**src/rtl/simd_issue_stage.sv**
```systemverilog
// Operand-fetch, issue and writeback stage wrapped around a combinational simd_alu.
// Define SIMD_BYPASS_EN to forward the writeback value to a dependent read instead of stalling.
module simd_issue_stage #(
    parameter int  NUM_REGS = 8,
    parameter int  LANES    = 4,
    parameter int  LANE_W   = 8,
    localparam int RW       = $clog2(NUM_REGS),
    localparam int DW       = LANES * LANE_W
) (
    input  logic             clk,
    input  logic             rst_n,
    input  logic             in_valid,
    output logic             in_ready,
    input  logic [1:0]       in_op,
    input  logic [RW-1:0]    in_rd,
    input  logic [RW-1:0]    in_rs1,
    input  logic [RW-1:0]    in_rs2,
    input  logic [LANES-1:0] in_mask,
    input  logic             ld_en,
    input  logic [RW-1:0]    ld_addr,
    input  logic [DW-1:0]    ld_data,
    output logic [DW-1:0]    alu_vec_a,
    output logic [DW-1:0]    alu_vec_b,
    output logic [1:0]       alu_op,
    output logic [LANES-1:0] alu_mask,
    input  logic [DW-1:0]    alu_result,
    output logic             res_valid,
    input  logic             res_ready,
    output logic [DW-1:0]    res_data,
    output logic [RW-1:0]    res_rd
);

    logic [DW-1:0]    rf_q [NUM_REGS];

    logic             x_valid_q, x_valid_d;
    logic [DW-1:0]    x_a_q, x_a_d;
    logic [DW-1:0]    x_b_q, x_b_d;
    logic [DW-1:0]    x_old_q, x_old_d;
    logic [1:0]       x_op_q, x_op_d;
    logic [LANES-1:0] x_mask_q, x_mask_d;
    logic [RW-1:0]    x_rd_q, x_rd_d;

    logic             wb_fire;
    logic             in_fire;
    logic             hazard;
    logic [DW-1:0]    rs1_val, rs2_val, rd_val;

    // Disabled lanes keep the destination's previous contents.
    always_comb begin
        res_data = x_old_q;
        for (int i = 0; i < LANES; i++) begin
            if (x_mask_q[i]) res_data[i*LANE_W +: LANE_W] = alu_result[i*LANE_W +: LANE_W];
        end
    end

    assign wb_fire = x_valid_q && res_ready;

`ifdef SIMD_BYPASS_EN
    assign hazard  = 1'b0;
    assign rs1_val = (wb_fire && (x_rd_q == in_rs1)) ? res_data : rf_q[in_rs1];
    assign rs2_val = (wb_fire && (x_rd_q == in_rs2)) ? res_data : rf_q[in_rs2];
    assign rd_val  = (wb_fire && (x_rd_q == in_rd))  ? res_data : rf_q[in_rd];
`else
    // Without forwarding a dependent instruction waits until its producer has left X.
    assign hazard  = x_valid_q && ((x_rd_q == in_rs1) || (x_rd_q == in_rs2) || (x_rd_q == in_rd));
    assign rs1_val = rf_q[in_rs1];
    assign rs2_val = rf_q[in_rs2];
    assign rd_val  = rf_q[in_rd];
`endif

    assign in_ready = (!x_valid_q || wb_fire) && !hazard;
    assign in_fire  = in_valid && in_ready;

    // NOTE: every always_comb output gets a default first so no latch is inferred.
    always_comb begin
        x_valid_d = x_valid_q;
        x_a_d     = x_a_q;
        x_b_d     = x_b_q;
        x_old_d   = x_old_q;
        x_op_d    = x_op_q;
        x_mask_d  = x_mask_q;
        x_rd_d    = x_rd_q;
        if (in_fire) begin
            x_valid_d = 1'b1;
            x_a_d     = rs1_val;
            x_b_d     = rs2_val;
            x_old_d   = rd_val;
            x_op_d    = in_op;
            x_mask_d  = in_mask;
            x_rd_d    = in_rd;
        end else if (wb_fire) begin
            x_valid_d = 1'b0;
        end
    end

    // NOTE: the register file is reset because software expects every register to read 0 after reset.
    always_ff @(posedge clk or negedge rst_n) begin
        if (!rst_n) begin
            x_valid_q <= 1'b0;
            x_a_q     <= '0;
            x_b_q     <= '0;
            x_old_q   <= '0;
            x_op_q    <= '0;
            x_mask_q  <= '0;
            x_rd_q    <= '0;
            for (int i = 0; i < NUM_REGS; i++) rf_q[i] <= '0;
        end else begin
            x_valid_q <= x_valid_d;
            x_a_q     <= x_a_d;
            x_b_q     <= x_b_d;
            x_old_q   <= x_old_d;
            x_op_q    <= x_op_d;
            x_mask_q  <= x_mask_d;
            x_rd_q    <= x_rd_d;
            // NOTE: the later non-blocking write wins, so writeback overrides a host load to the same register.
            if (ld_en)   rf_q[ld_addr] <= ld_data;
            if (wb_fire) rf_q[x_rd_q]  <= res_data;
        end
    end

    assign alu_vec_a = x_a_q;
    assign alu_vec_b = x_b_q;
    assign alu_op    = x_op_q;
    assign alu_mask  = x_mask_q;
    assign res_valid = x_valid_q;
    assign res_rd    = x_rd_q;

endmodule

```
**config.mk**
```make
export PLATFORM = sky130hd
export DESIGN_NAME = simd_issue_stage
export DESIGN_NICKNAME = d
export VERILOG_FILES = /design/src/rtl/simd_issue_stage.sv
export SDC_FILE = /design/constraint.sdc
export NUM_CORES = 1
export LEC_CHECK = 0
export BUFFER_PORTS_ARGS = -buffer_cell sky130_fd_sc_hd__clkbuf_2
export CORE_MARGIN = 2
export CORE_UTILIZATION = 55
export CTS_CLUSTER_DIAMETER = 150
export DETAILED_ROUTE_END_ITERATION = 7
export HOLD_SLACK_MARGIN = 0.15
export MAX_ROUTING_LAYER = met4
export PLACE_DENSITY = 0.77
export RECOVER_POWER = 25
export SYNTH_ARGS = -nofsm -noshare
export SYNTH_HDL_FRONTEND = slang
export SYNTH_SLANG_ARGS = --single-unit
```
**constraint.sdc**
```tcl
create_clock -name clk -period 2 [get_ports clk]
set_clock_uncertainty 0.2 [all_clocks]
set_input_delay 0.4 -clock clk [delete_from_list [all_inputs] [get_ports clk]]
set_output_delay 0.4 -clock clk [all_outputs]
set_load 0.02 [all_outputs]
```
======== Word level (Yosys, flattened, before mapping) ========
Index checks and enable logic that the tools add are counted.
storage, ports and cells
  word-level logic and storage cells ...... 65
  bits in registers ....................... 362
  input bits .............................. 87
  output and inout bits ................... 107
operators by class
  mux-type cells .......................... 23
  $lt $le $gt $ge ......................... 7
  equal/unequal tests ..................... 3
  bitwise operators ....................... 5
  reductions and logical operators ........ 12
operator list
  kind                number
  $bwmux 256          2
  $mux 256            2
  $bmux 32 s3         3
  $mux 32             8
  $demux 32 s3        2
  $mux 8              4
  $ge 4x4->1 const B  5
  $not 3->4           5
  $eq 3x3->1          3
  $lt 4x1->1 const B  2
  $logic_and 1x1->1   6
  $logic_or 1x1->1    3
  $logic_not 1->1     2
  $mux 1              2
  $reduce_bool 2->1   1

======== Logic depth before layout (Yosys ltp) ========
  depth in word-level cells ............... 9
  depth in mapped cells ................... 8
  mapped depth without buffers ............ 4

======== Worst setup path before layout ========
Ideal clock, no wire load.
  path kind ............................... register to register
  start ................................... register x_rd_q[2] (netlist: res_rd[2])
  end ..................................... register x_a_q[0] (netlist: alu_vec_a[0])
  required time ........................... 1675 ps
  clock period less this slack ............ 2135 ps
  library setup time ...................... 125 ps
  setup slack ............................. -135 ps
  stages on the path, launching flop included .. 9
  buffers on the path ..................... 4
  arrival time ............................ 1810 ps
  cells stage by stage .................... dfrtp_1 > buf_2 > xnor2_1 > nand3_1 > a41o_1 > buf_6 > buf_6 > buf_6 > mux2_4
on the way
  cells in the longest elaborated chain, start to end .. 7
  elaborated cells on any way between the ends .. 9
  those cells by class .................... 3 x eq/ne; 6 x reduce/logical
RTL lines
  element                 RTL line  RTL
  from (decl)             41        logic [RW-1:0] x_rd_q, x_rd_d;
  from (signal assigned)  114       x_rd_q <= x_rd_d;
  $eq 3x3->1              65        assign hazard = x_valid_q && ((x_rd_q == in_rs1) || (x_rd_q == in_rs2) || (x_rd_q == in_rd));
  $logic_or 1x1->1        65
  $logic_or 1x1->1 (*)    65
  $logic_and 1x1->1 (*)   65
  $logic_not 1->1 (*)     71        assign in_ready = (!x_valid_q || wb_fire) && !hazard;
  $logic_and 1x1->1 (*)   71
  $logic_and 1x1->1 (*)   72        assign in_fire = in_valid && in_ready;
  to (signal assigned)    100       x_a_q <= '0;
  to (signal assigned)    109       x_a_q <= x_a_d;
  to (decl)               36        logic [DW-1:0] x_a_q, x_a_d;
Mark *: on every way between the ends. The rest lies on a longest branch, timed or not.
A chain may end at the register's enable or synchronous reset.

======== Final worst setup path ========
  start ................................... register x_rd_q[2] (netlist: res_rd[2])
  end ..................................... output in_ready
on the way
  cells in the longest elaborated chain, start to end .. 6
  elaborated cells on any way between the ends .. 8
  those cells by class .................... 3 x eq/ne; 5 x reduce/logical
RTL lines
  element                RTL line  RTL
  $eq 3x3->1             65
  $logic_or 1x1->1       65
  $logic_or 1x1->1 (*)   65
  $logic_and 1x1->1 (*)  65
  $logic_not 1->1 (*)    71
  $logic_and 1x1->1 (*)  71
  to (decl)              13        output logic in_ready,
Marks and branches as above.

==> key figures <==
Run status
  – Status: finished, violations left
  – Failing checks: negative setup slack

Setup path
  – CP Cell Sequence: xnor2_2 -> nand3_2 -> buf_4 -> nand4_1 -> nand2_1 -> clkbuf_8
  – Startpoint types: register
  – Critical path capture point type: output pin
  – CP required: 1.40 ns
  – Worst setup path endpoint: in_ready
  – RR Startpoint: res_rd[0]
  – Arrival time worst endpoint: 1.97 ns
  – Crit. Startpoint: res_rd[2]
  – CP max stage delay: 0.48 ns
  – Crit path buf inv count: 2
  – Cells on worst reg2reg path: 9
  – Reg-to-reg endpoint: res_rd[1]
  – Levels on crit path: 6
  – CP max stage cell: dfrtp_2
  – Family with the most delay on the worst path: flip-flops
  – CP Class: reg2out
  – R2R Setup Slk: -0.49 ns
  – CP Max Fanout: 5

Synth
  – Post-synth ARST share: 100.0%
  – Commonest cells in the netlist: dfrtp_1 (362), mux2i_1 (256), nand2_1 (227)
  – Largest family of logic cells by synthesized area: multiplexers
  – Synth unique cells: 33
  – Post-Synth Adder-Cell Area: 0%
  – Syn Std Cell Area: about 22000 um2
  – Seq cells post-synth: between 300 and 400
  – Avg Cell Area, Syn: between 10 and 15 um2
  – Most used DFF post-synth: dfrtp_1
  – Post-synth EDFFs: 0
  – Post-synthesis compound-gate area fraction: about 5.8%
  – Synth Net Count: 1868
  – Top post-synthesis cells by area: dfrtp_1 (40%), mux4_2 (16%), mux2i_1 (11%), mux2_2 (9.4%), nand2_1 (3.8%)
  – Sequential fraction of the synthesis area: 40.46%
  – Post-synthesis cell count: 1781
  – Yosys warning total: 0
  – Post-Synth XOR/XNOR Area: 0.3521%
  – Synth Area in Simple Gates: 5.108%
  – Synth area leader: dfrtp_1
  – Most frequent cell after synthesis: dfrtp_1
  – Post-synth top area share: between 40% and 50%
  – Post-synthesis mux area share: 43.73%

Floorplan
  – Die H: roughly 210 um
  – IO Pins: 194
  – Core outline area: 39910 um2
  – Die Wd: between 200 and 250 um
  – Initial core utilization: ~56%
  – Die Area: 42340 um2
  – Placement Rows: 73

Place
  – DP Area: 25130 um2
  – Placed cell count: 2471
  – RePlAce Congestion: 0.8765
  – Post-DP HPWL: 43510 um
  – IO Port Bufs: approximately 190

Timing
  – Post-route setup slack: -0.5692 ns
  – RSZ-0062 raised after global routing: true
  – Least-Margin Pin Slew: 1.138 ns
  – Fin crit share: 128.5%
  – Slew Limit Fails: 0
  – Final TNS setup: -50.56 ns
  – Final hold viol count: 0
  – Setup violators final: 151
  – Headroom to the max-slew limit: 24.16%
  – Final worst path period need: between 2 and 3 ns
  – Achievable Freq: 389.2 MHz

GRT
  – Antenna violations before repair: 3
  – Overflow left after global routing: 0
  – All-Layer GR Usage: 35.02%
  – Number of global-route vias before repair: between 15000 and 20000
  – Pin count of the biggest net entering global routing: 77
  – First-pass GRT wire length: about 110000 um

Finish
  – Layout cells sized above 1: 42.16%
  – Area of the multi-input gates: 12600 um2
  – Final Non-Filler Cells: 2632
  – Area delta synth->final: 25.44%
  – Post-route cell area: between 20000 and 30000 um2
  – Fillers: 2629
  – FF/Latch Area: 9067 um2
  – Fin util: a little over two thirds
  – Layout Nets: ~2200

Clocking
  – Clock Sinks: between 300 and 400
  – Skew-Pair Late Insertion Delay: 0.58 ns
  – CTS Hold Bufs: 41
  – Clk root buf: clkbuf_16
  – CTS tree: built
  – CTS HTree Levels: 2
  – Clock slew at the register clock pins of the worst setup and hold paths: 0.06 ns
  – CTS buffer count: 40
  – Max clock buf depth: 3

Route
  – Drt pass-1 iters: 6
  – Drt wl/cell: 28.15 um
  – Via count: 17750
  – Antenna Nets Post-Route: 0
  – Total Routed Length: 74100 um
  – DRC: 0
  – Post-DR vias/cell: 6.742
  – DRT iter0 DRCs: 2366

Run
  – Number of max-cap violations: 0

Hold path
  – HP Start: alu_result[19]
  – Worst hold path type: in2reg

Power
  – Leakage power: about 0.012 uW
  – Tot Pwr: 42420 uW
  – Peak supply drop: 0.9532 mV
  – Power per Cell Area: 1510 nW/um2
==> metal layers <==
metal	wire (um)	track usage (%)	up-vias
li1	-	-	7244
met1	26870	43.78	8993
met2	35780	55.17	1244
met3	7804	6.272	264
met4	3646	17.68	0
met5	0	-	-
==> flip-flops by register name, summed over array words and instances, names as in the netlist <==
signal / cells
alu_mask: 4
alu_op: 2
alu_vec_a: 32
alu_vec_b: 32
res_rd: 3
res_valid: 1
rf_q: 256
x_old_q: 32
==> placed cells by master (no fill, tap or decap), types with 25 or more instances in the layout <==
master,Yosys,routed
o21ai_1,63,63
dlygate4sd3_1,0,41
nor2_1,38,32
mux2i_1,256,256
buf_8,1,30
dfrtp_1,362,355
buf_6,19,25
o21ai_0,161,161
a21oi_1,32,32
mux2_4,43,79
mux2_2,187,152
mux4_2,159,164
clkbuf_16,0,49
clkbuf_2,0,151
buf_12,7,64
nand2_1,227,227
buf_4,0,102
==> worst reg2reg max path, cell delays in order, from the launching register on <==
cell,delay (ns)
dfrtp_2,0.50
xnor2_2,0.17
nand3_2,0.10
buf_6,0.10
buf_6,0.08
buf_6,0.08
buf_6,0.08
a41o_4,0.38
bufbuf_16,0.36
mux2_2,0.34
==> what timing repair did <==
item | in CTS | in global routing
setup buffers | 21 | 12
cloned | 5 | 10
gates resized for setup | 101 | 90
endpoints found under the setup margin | 79 | 185
pin swaps | 6 | 6
endpoints found under the hold margin | 625 | 1
==> where the power goes <==
part / total [uW] / switching, uW / internal [uW]
clock: 7970 / 3220 / 4760
combinational: 19800 / 8730 / 11100
sequential: 14600 / 3670 / 10900
total: 42400 / 15600 / 26800
==> worst min path at each step <==
stage | cells past startpoint | endpoint
detailed placement | 1 | rf_q[59]
floorplan | 0 | alu_mask[0]
finish | 5 | rf_q[19]
CTS | 5 | rf_q[19]
global route | 5 | rf_q[19]
global placement | 1 | rf_q[59]
==> per-stage QoR <==
stage	worst slack [ns]	hold slack (ns)
floorplan	-0.04609	-0.09559
detailed placement	-0.3125	0.08708
global placement	-0.2793	0.09195
CTS	-0.5070	0.08034
finish	-0.5692	0.1131
global route	-0.6034	0.1265
==> cell families after synthesis <==
group,Yosys count
buffers and inverters,185
flip-flops,362
AO/OA/AOI/OAI,258
XOR/XNOR,9
multiplexers,681
AND/OR/NAND/NOR,286
==> layout make-up <==
class                      instances  area share [%]
timing repair buffer             435           15.46
inverter                           1         0.01336
antenna                            3         0.02673
clock buffer                      57           4.334
sequential                       362           32.28
clock inverter                    15          0.6816
multi-input combinational       1234           44.86
tap                              525           2.339
Note: power is estimated with default switching activity, not from simulation.
